$ cat src/rtl/uart_tx_ctrl.sv
// uart_tx_ctrl: frame controller for the UART transmit path.
//
// Sequences START, DATA, optional PARITY and STOP bits onto tx_out, one bit
// per clk cycle (clk is the bit-rate clock). It kicks the downstream 8-bit
// serializer with a one-cycle ser_en pulse, presents the byte on p_data for
// the whole frame, and forwards ser_data to the line during DATA. If the
// serializer never raises ser_done, the frame is cut short after DATA_TMO
// DATA cycles, ser_err pulses, and the stop bit(s) are still sent.
//
// Optional build macro UART_TX_BUF_EN: adds a one-entry holding buffer so a
// request can be accepted while a frame is in flight. The next frame then
// starts straight out of the last stop bit with no idle cycle in between.
//
// Ports:
//   clk       bit-rate clock, rising edge
//   rst       asynchronous reset, active low
//   tx_data   byte to transmit
//   tx_valid  transmit request
//   par_en    insert parity bit (latched with the byte)
//   par_typ   0 = even, 1 = odd (latched with the byte)
//   ser_data  serial bit from the serializer
//   ser_done  serializer last-bit flag
//   ser_en    one-cycle start pulse to the serializer
//   p_data    byte presented to the serializer
//   tx_out    UART line, idle high
//   busy      frame in progress
//   buf_full  holding buffer occupied (always 0 without UART_TX_BUF_EN)
//   ser_err   one-cycle pulse on serializer timeout
module uart_tx_ctrl #(
    parameter int STOP_BITS = 1,
    parameter int DATA_TMO  = 8
) (
    input  logic       clk,
    input  logic       rst,
    input  logic [7:0] tx_data,
    input  logic       tx_valid,
    input  logic       par_en,
    input  logic       par_typ,
    input  logic       ser_data,
    input  logic       ser_done,
    output logic       ser_en,
    output logic [7:0] p_data,
    output logic       tx_out,
    output logic       busy,
    output logic       buf_full,
    output logic       ser_err
);

    typedef enum logic [2:0] {IDLE, START, DATA, PARITY, STOP} state_t;

    // Counter values seen on the final DATA / STOP cycle.
    localparam logic [3:0] TMO_LAST  = 4'(DATA_TMO - 1);
    localparam logic [3:0] STOP_LAST = 4'(STOP_BITS - 1);

    state_t     state, state_n;
    logic [3:0] cnt, cnt_n;
    logic [7:0] p_data_n;
    // Parity type is folded into par_bit at load time, so only the enable
    // needs to be kept as frame config.
    logic       par_cfg, par_cfg_n;
    logic       par_bit, par_bit_n;
    logic       ser_en_n, busy_n, ser_err_n;

    // Frame load request and the values it loads.
    logic       ld_tx;
    logic [7:0] ld_data;
    logic       ld_pen, ld_pbit;

`ifdef UART_TX_BUF_EN
    logic       ld_buf;
    logic [7:0] buf_data, buf_data_n;
    logic       buf_pen, buf_pen_n;
    logic       buf_pbit, buf_pbit_n;
    logic       buf_full_q, buf_full_n;
    assign buf_full = buf_full_q;
`else
    assign buf_full = 1'b0;
`endif

    always_comb begin
        state_n   = state;
        cnt_n     = cnt;
        p_data_n  = p_data;
        par_cfg_n = par_cfg;
        par_bit_n = par_bit;
        ser_en_n  = 1'b0;
        busy_n    = busy;
        ser_err_n = 1'b0;
        ld_tx     = 1'b0;
        ld_data   = tx_data;
        ld_pen    = par_en;
        ld_pbit   = (^tx_data) ^ par_typ;
`ifdef UART_TX_BUF_EN
        ld_buf     = 1'b0;
        buf_data_n = buf_data;
        buf_pen_n  = buf_pen;
        buf_pbit_n = buf_pbit;
        buf_full_n = buf_full_q;
`endif

        case (state)
            IDLE: begin
`ifdef UART_TX_BUF_EN
                // A byte parked on the very last stop edge is drained here.
                if (buf_full_q)
                    ld_buf = 1'b1;
                else
`endif
                if (tx_valid)
                    ld_tx = 1'b1;
            end
            START: begin
                state_n = DATA;
                cnt_n   = '0;
            end
            DATA: begin
                // ser_done takes priority over a timeout in the same cycle.
                if (ser_done) begin
                    state_n = par_cfg ? PARITY : STOP;
                    cnt_n   = '0;
                end else if (cnt == TMO_LAST) begin
                    state_n   = STOP;
                    cnt_n     = '0;
                    ser_err_n = 1'b1;
                end else begin
                    cnt_n = cnt + 4'd1;
                end
            end
            PARITY: begin
                state_n = STOP;
                cnt_n   = '0;
            end
            STOP: begin
                if (cnt == STOP_LAST) begin
                    state_n = IDLE;
                    busy_n  = 1'b0;
`ifdef UART_TX_BUF_EN
                    if (buf_full_q)
                        ld_buf = 1'b1;
`endif
                end else begin
                    cnt_n = cnt + 4'd1;
                end
            end
            default: begin
                state_n = IDLE;
                busy_n  = 1'b0;
            end
        endcase

`ifdef UART_TX_BUF_EN
        // Park a request that arrives mid-frame.
        if (busy && tx_valid && !buf_full_q) begin
            buf_data_n = tx_data;
            buf_pen_n  = par_en;
            buf_pbit_n = (^tx_data) ^ par_typ;
            buf_full_n = 1'b1;
        end
        if (ld_buf) begin
            ld_data    = buf_data;
            ld_pen     = buf_pen;
            ld_pbit    = buf_pbit;
            buf_full_n = 1'b0;
        end
        if (ld_tx || ld_buf) begin
`else
        if (ld_tx) begin
`endif
            state_n   = START;
            cnt_n     = '0;
            p_data_n  = ld_data;
            par_cfg_n = ld_pen;
            par_bit_n = ld_pbit;
            ser_en_n  = 1'b1;
            busy_n    = 1'b1;
        end
    end

    always_ff @(posedge clk or negedge rst) begin
        if (!rst) begin
            state   <= IDLE;
            cnt     <= '0;
            p_data  <= '0;
            par_cfg <= 1'b0;
            par_bit <= 1'b0;
            ser_en  <= 1'b0;
            busy    <= 1'b0;
            ser_err <= 1'b0;
`ifdef UART_TX_BUF_EN
            buf_data   <= '0;
            buf_pen    <= 1'b0;
            buf_pbit   <= 1'b0;
            buf_full_q <= 1'b0;
`endif
        end else begin
            state   <= state_n;
            cnt     <= cnt_n;
            p_data  <= p_data_n;
            par_cfg <= par_cfg_n;
            par_bit <= par_bit_n;
            ser_en  <= ser_en_n;
            busy    <= busy_n;
            ser_err <= ser_err_n;
`ifdef UART_TX_BUF_EN
            buf_data   <= buf_data_n;
            buf_pen    <= buf_pen_n;
            buf_pbit   <= buf_pbit_n;
            buf_full_q <= buf_full_n;
`endif
        end
    end

    // Line mux: registered state plus the serializer's bit.
    always_comb begin
        tx_out = 1'b1;
        case (state)
            START:   tx_out = 1'b0;
            DATA:    tx_out = ser_data;
            PARITY:  tx_out = par_bit;
            default: tx_out = 1'b1;
        endcase
    end

endmodule
$ cat config.mk
export PLATFORM = sky130hd
export DESIGN_NAME = uart_tx_ctrl
export DESIGN_NICKNAME = d
export VERILOG_FILES = /design/src/rtl/uart_tx_ctrl.sv
export SDC_FILE = /design/constraint.sdc
export NUM_CORES = 1
export LEC_CHECK = 0
export ABC_AREA = 1
export CORE_MARGIN = 2
export CORE_UTILIZATION = 45
export CTS_CLUSTER_DIAMETER = 100
export DETAILED_ROUTE_END_ITERATION = 7
export PLACE_DENSITY = 0.84
export SLEW_MARGIN = 10
export SYNTH_ARGS = -nofsm -noshare
export SYNTH_HDL_FRONTEND = slang
export SYNTH_SLANG_ARGS = --single-unit
$ cat constraint.sdc
create_clock -name clk -period 2.7 [get_ports clk]
set_input_delay 0.675 -clock clk [delete_from_list [all_inputs] [get_ports clk]]
set_output_delay 0.675 -clock clk [all_outputs]
set_load 0.01 [all_outputs]
==> impl_summary.txt <==
----------------------------------------------------
[Status]
  Result of the run ... complete, no violations

[Floorplan]
  Width of the die ... 53.4 um
  Die Area ... 0.00285 sq mm
  Die height ... 53.4 um
  Area of the core ... roughly 0.0023 sq mm
  Initial Utilization ... between 40% and 50%
  Io pins ... 28
  Placement row count ... 17

[Routing]
  Vias after detailed routing ... around 1000
  Final routed wire length divided by cell count ... 11.1 um
  Detail Route Antenna Nets ... 0
  Average via count per standard cell ... approximately 5
  DRC violations left ... 0
  Drt first-iter violations ... 17
  Overall routed net length ... between 2 and 2.5 mm
  DR pass1 iterations ... 4

[Clocking]
  Hold buffer count at CTS ... 0
  PostCTS Resize Cnt ... 0
  CTS HTree Levels ... 1
  TritonCTS clock tree ... yes
  CTS Root Buffer Type ... sky130_fd_sc_hd__clkbuf_4
  Postcts setup bufs ... 0
  Maximum count of clock buffers along a single path ... 2
  Clock sink count ... 20
  Clock-pin slew on the worst setup and hold paths ... ~110 ps
  Clock buffers created by TritonCTS ... 3
  Insertion delay to the later sink of the worst-skew pair ... roughly 300 ps

[STA]
  Pins Over Slew Limit ... 0
  Worst-case setup margin in the final layout ... 227 ps
  Final number of hold-violating endpoints ... 0
  Final critical-path required period ... around 2500 ps
  Hold Slack ... 506 ps
  Final worst clock skew ... ~2.1 ps
  Period Utilization, post-route ... 91.6%
  Fin Setup TNS ... 0 ps
  Unrepaired setup endpoints after global routing ... false
  Achievable frequency ... roughly 400 MHz
  Final setup violation count ... 0

[Synthesis]
  Number of distinct standard cells referenced by the synthesized netlist ... 24
  Fraction of post-synthesis cell area in the top cell type by area ... between 40% and 50%
  Leading cell types by count after synthesis ... 66 x sky130_fd_sc_hd__nand2_1, 20 x sky130_fd_sc_hd__dfrtp_1, 18 x sky130_fd_sc_hd__inv_1
  Post-synth top area cell ... sky130_fd_sc_hd__dfrtp_1
  Number of synthesized flops with an enable pin ... 0
  Post-synthesis average cell area ... around 7.3 sq um
  Cell count after synthesis ... 150
  Most common cell in the synthesized netlist ... sky130_fd_sc_hd__nand2_1
  Net count after synthesis ... between 150 and 200
  Synthesized cell area ... around 0.0011 sq mm
  Largest cells by area after synthesis ... sky130_fd_sc_hd__dfrtp_1 46%, sky130_fd_sc_hd__nand2_1 23%, sky130_fd_sc_hd__inv_1 6.2%
  Yosys warning count ... 0
  Proportion of synthesized flip-flops having asynchronous set or reset ... between 90% and 100%
  Sequential-to-total area share from yosys stat ... a little under half
  Register bit count reported by yosys ... 20
  Most used flip-flop cell after synthesis ... sky130_fd_sc_hd__dfrtp_1

[Global route]
  Initial antenna violation count ... 0
  Busiest layer in global routing ... met2
  Via count of the first global-routing pass ... 997
  Maximum number of pins on one net before global-route repair ... 21
  Grt total ovfl ... 0
  First-pass GRT wire length ... between 3 and 4 mm
  Met2 Track Usage GR ... approximately a third
  Met1 track utilization from global routing ... roughly 20%
  Fraction of met3 tracks used by global routing ... 3.39%
  GRT Total Usage ... 18.4%

[Placed design]
  Post-Place Cell Area ... approximately 0.0014 sq mm
  Number of cells in the design after placement ... between 200 and 250
  Weighted congestion at the end of routability-driven global placement ... 0.858
  DP Wirelength ... 1.83 mm
  # port buffers ... 26
  Pre-CTS setup slack ... approximately 240 ps

[Worst setup path]
  Req. time, crit path ... 2030 ps
  Category of the critical setup timing path ... input pin to output port
  Setup slack, reg-to-reg ... approximately 1300 ps
  Delay contributed by the slowest stage of the critical path ... roughly 530 ps
  Critical Path AT ... ~1800 ps
  Buffer and inverter count on the worst path ... 2
  Kind of cell adding the most delay to the critical path ... buffers and inverters
  Critical path fanouts, max ... 1
  Endpoint class of the critical path ... output port
  CP Launch Type ... input pin
  Crit-path slowest cell ... sky130_fd_sc_hd__clkdlybuf4s50_1
  Most frequent CP cell ... sky130_fd_sc_hd__clkdlybuf4s50_1
  Cell Chain, Critical Path ... clkdlybuf4s50_1, nand2_1, nand3_1, clkdlybuf4s50_1

[Pwr]
  Maximum ir drop on the vdd rail ... 0.589 mV
  Sum of internal, switching and leakage power ... 1.33 mW
  Static Leak ... 0.754 nW
  Pwr per Cell Area ... roughly 940 mW/mm^2

[Cells and area]
  Number of standard cells in the layout, taps in and fillers out ... around 210
  Finished Cell Area ... 0.00142 sq mm
  Share of layout cells above drive strength 1 ... under 10%
  Number of antenna repair diodes ... 0
  Area overhead of the layout relative to synthesis ... 29.5%
  Post-route core utilization ... around 63%
  NumNets Final ... slightly below 200

[Run]
  Max-cap violations ... 0

[Worst hold path]
  Hold WC Path Type ... flip-flop to flip-flop

----------------------------------------------------
==> path summary, 6_finish.rpt <==
check,end,from,depth (start not counted)
max,tx_out,ser_data,4
min,p_data[6]$_DFFE_PN0P_,p_data[6]$_DFFE_PN0P_,2
max reg2reg,cnt[3]$_DFFE_PN0P_,cnt[0]$_DFFE_PN0P_,11
min reg2reg,p_data[6]$_DFFE_PN0P_,p_data[6]$_DFFE_PN0P_,2
max in group asynchronous,busy$_DFFE_PN0P_,rst,2
min in group asynchronous,cnt[3]$_DFFE_PN0P_,rst,2
==> routing by layer <==
| metal | routed length (um) | share of wire [%] |
|---|---|---|
| met2 | 1210 | 53 |
| met5 | 0 | 0 |
| met4 | 17 | 0.74 |
| met3 | 106 | 4.6 |
| met1 | 965 | 42 |
==> cell type report <==
class / count / area (sq um)
fill: 223 / 836
sequential: 20 / 500
multi-input combinational: 106 / 493
timing repair buffer: 28 / 275
inverter: 21 / 78.8
clock buffer: 4 / 36.3
tap: 28 / 35.0
==> kinds of logic (layout without fill, tap and decap cells) <==
| logic type | Yosys count | in the layout | synth area share, % |
|---|---|---|---|
| AO/OA/AOI/OAI | 14 | 14 | 6.85 |
| XOR/XNOR | 1 | 1 | 0.799 |
| adder cells (fa/ha/maj) | 2 | 2 | 2.28 |
| buffers and inverters | 24 | 53 | 9.36 |
| flip-flops | 20 | 20 | 45.7 |
| other | 1 | 1 | 0.342 |
| AND/OR/NAND/NOR | 88 | 88 | 34.7 |
==> registers in the layout, indices dropped and copies added, names as in the netlist <==
register and flops:
cnt 4, par_bit 1, par_cfg 1, p_data 8
ser_err 1, ser_en 1, busy 1, state 3
==> report_power, final <==
part	leakage [nW]	internal, mW	switching [mW]	total [mW]
sequential	0.255	0.417	0.0783	0.495
clock	0.0210	0.0822	0.0926	0.175
combinational	0.478	0.300	0.365	0.665
==> placed cells by master, fill, tap and decap left out <==
| cell type | count |
|---|---|
| sky130_fd_sc_hd__inv_1 | 18 |
| sky130_fd_sc_hd__nor2_2 | 2 |
| sky130_fd_sc_hd__dfrtp_1 | 20 |
| sky130_fd_sc_hd__nand3_1 | 9 |
| sky130_fd_sc_hd__o21ai_1 | 6 |
| sky130_fd_sc_hd__clkdlybuf4s50_1 | 26 |
| sky130_fd_sc_hd__nor2_4 | 1 |
| sky130_fd_sc_hd__nor3_1 | 1 |
| sky130_fd_sc_hd__o22ai_1 | 1 |
| sky130_fd_sc_hd__clkbuf_8 | 1 |
| sky130_fd_sc_hd__nor4_1 | 1 |
| sky130_fd_sc_hd__nand3_2 | 1 |
| sky130_fd_sc_hd__buf_4 | 2 |
| sky130_fd_sc_hd__nand3b_1 | 1 |
| sky130_fd_sc_hd__clkbuf_4 | 3 |
| sky130_fd_sc_hd__ha_1 | 2 |
| sky130_fd_sc_hd__nand2_1 | 66 |
| sky130_fd_sc_hd__conb_1 | 1 |
| sky130_fd_sc_hd__a21oi_2 | 1 |
| sky130_fd_sc_hd__nor2_1 | 3 |
| sky130_fd_sc_hd__o21ai_0 | 6 |
| sky130_fd_sc_hd__nand2_4 | 1 |
| sky130_fd_sc_hd__xor2_1 | 1 |
| sky130_fd_sc_hd__nand2_2 | 2 |
| sky130_fd_sc_hd__inv_2 | 3 |
==> worst reg2reg max path: cells and delay by family (launching register included) <==
| family | cells | cell delay [ps] |
|---|---|---|
| adder cells (fa/ha/maj) | 1 | 160 |
| buffers and inverters | 3 | 220 |
| flip-flops | 1 | 400 |
| AND/OR/NAND/NOR | 7 | 530 |
Note: power is estimated with default switching activity, not from simulation.
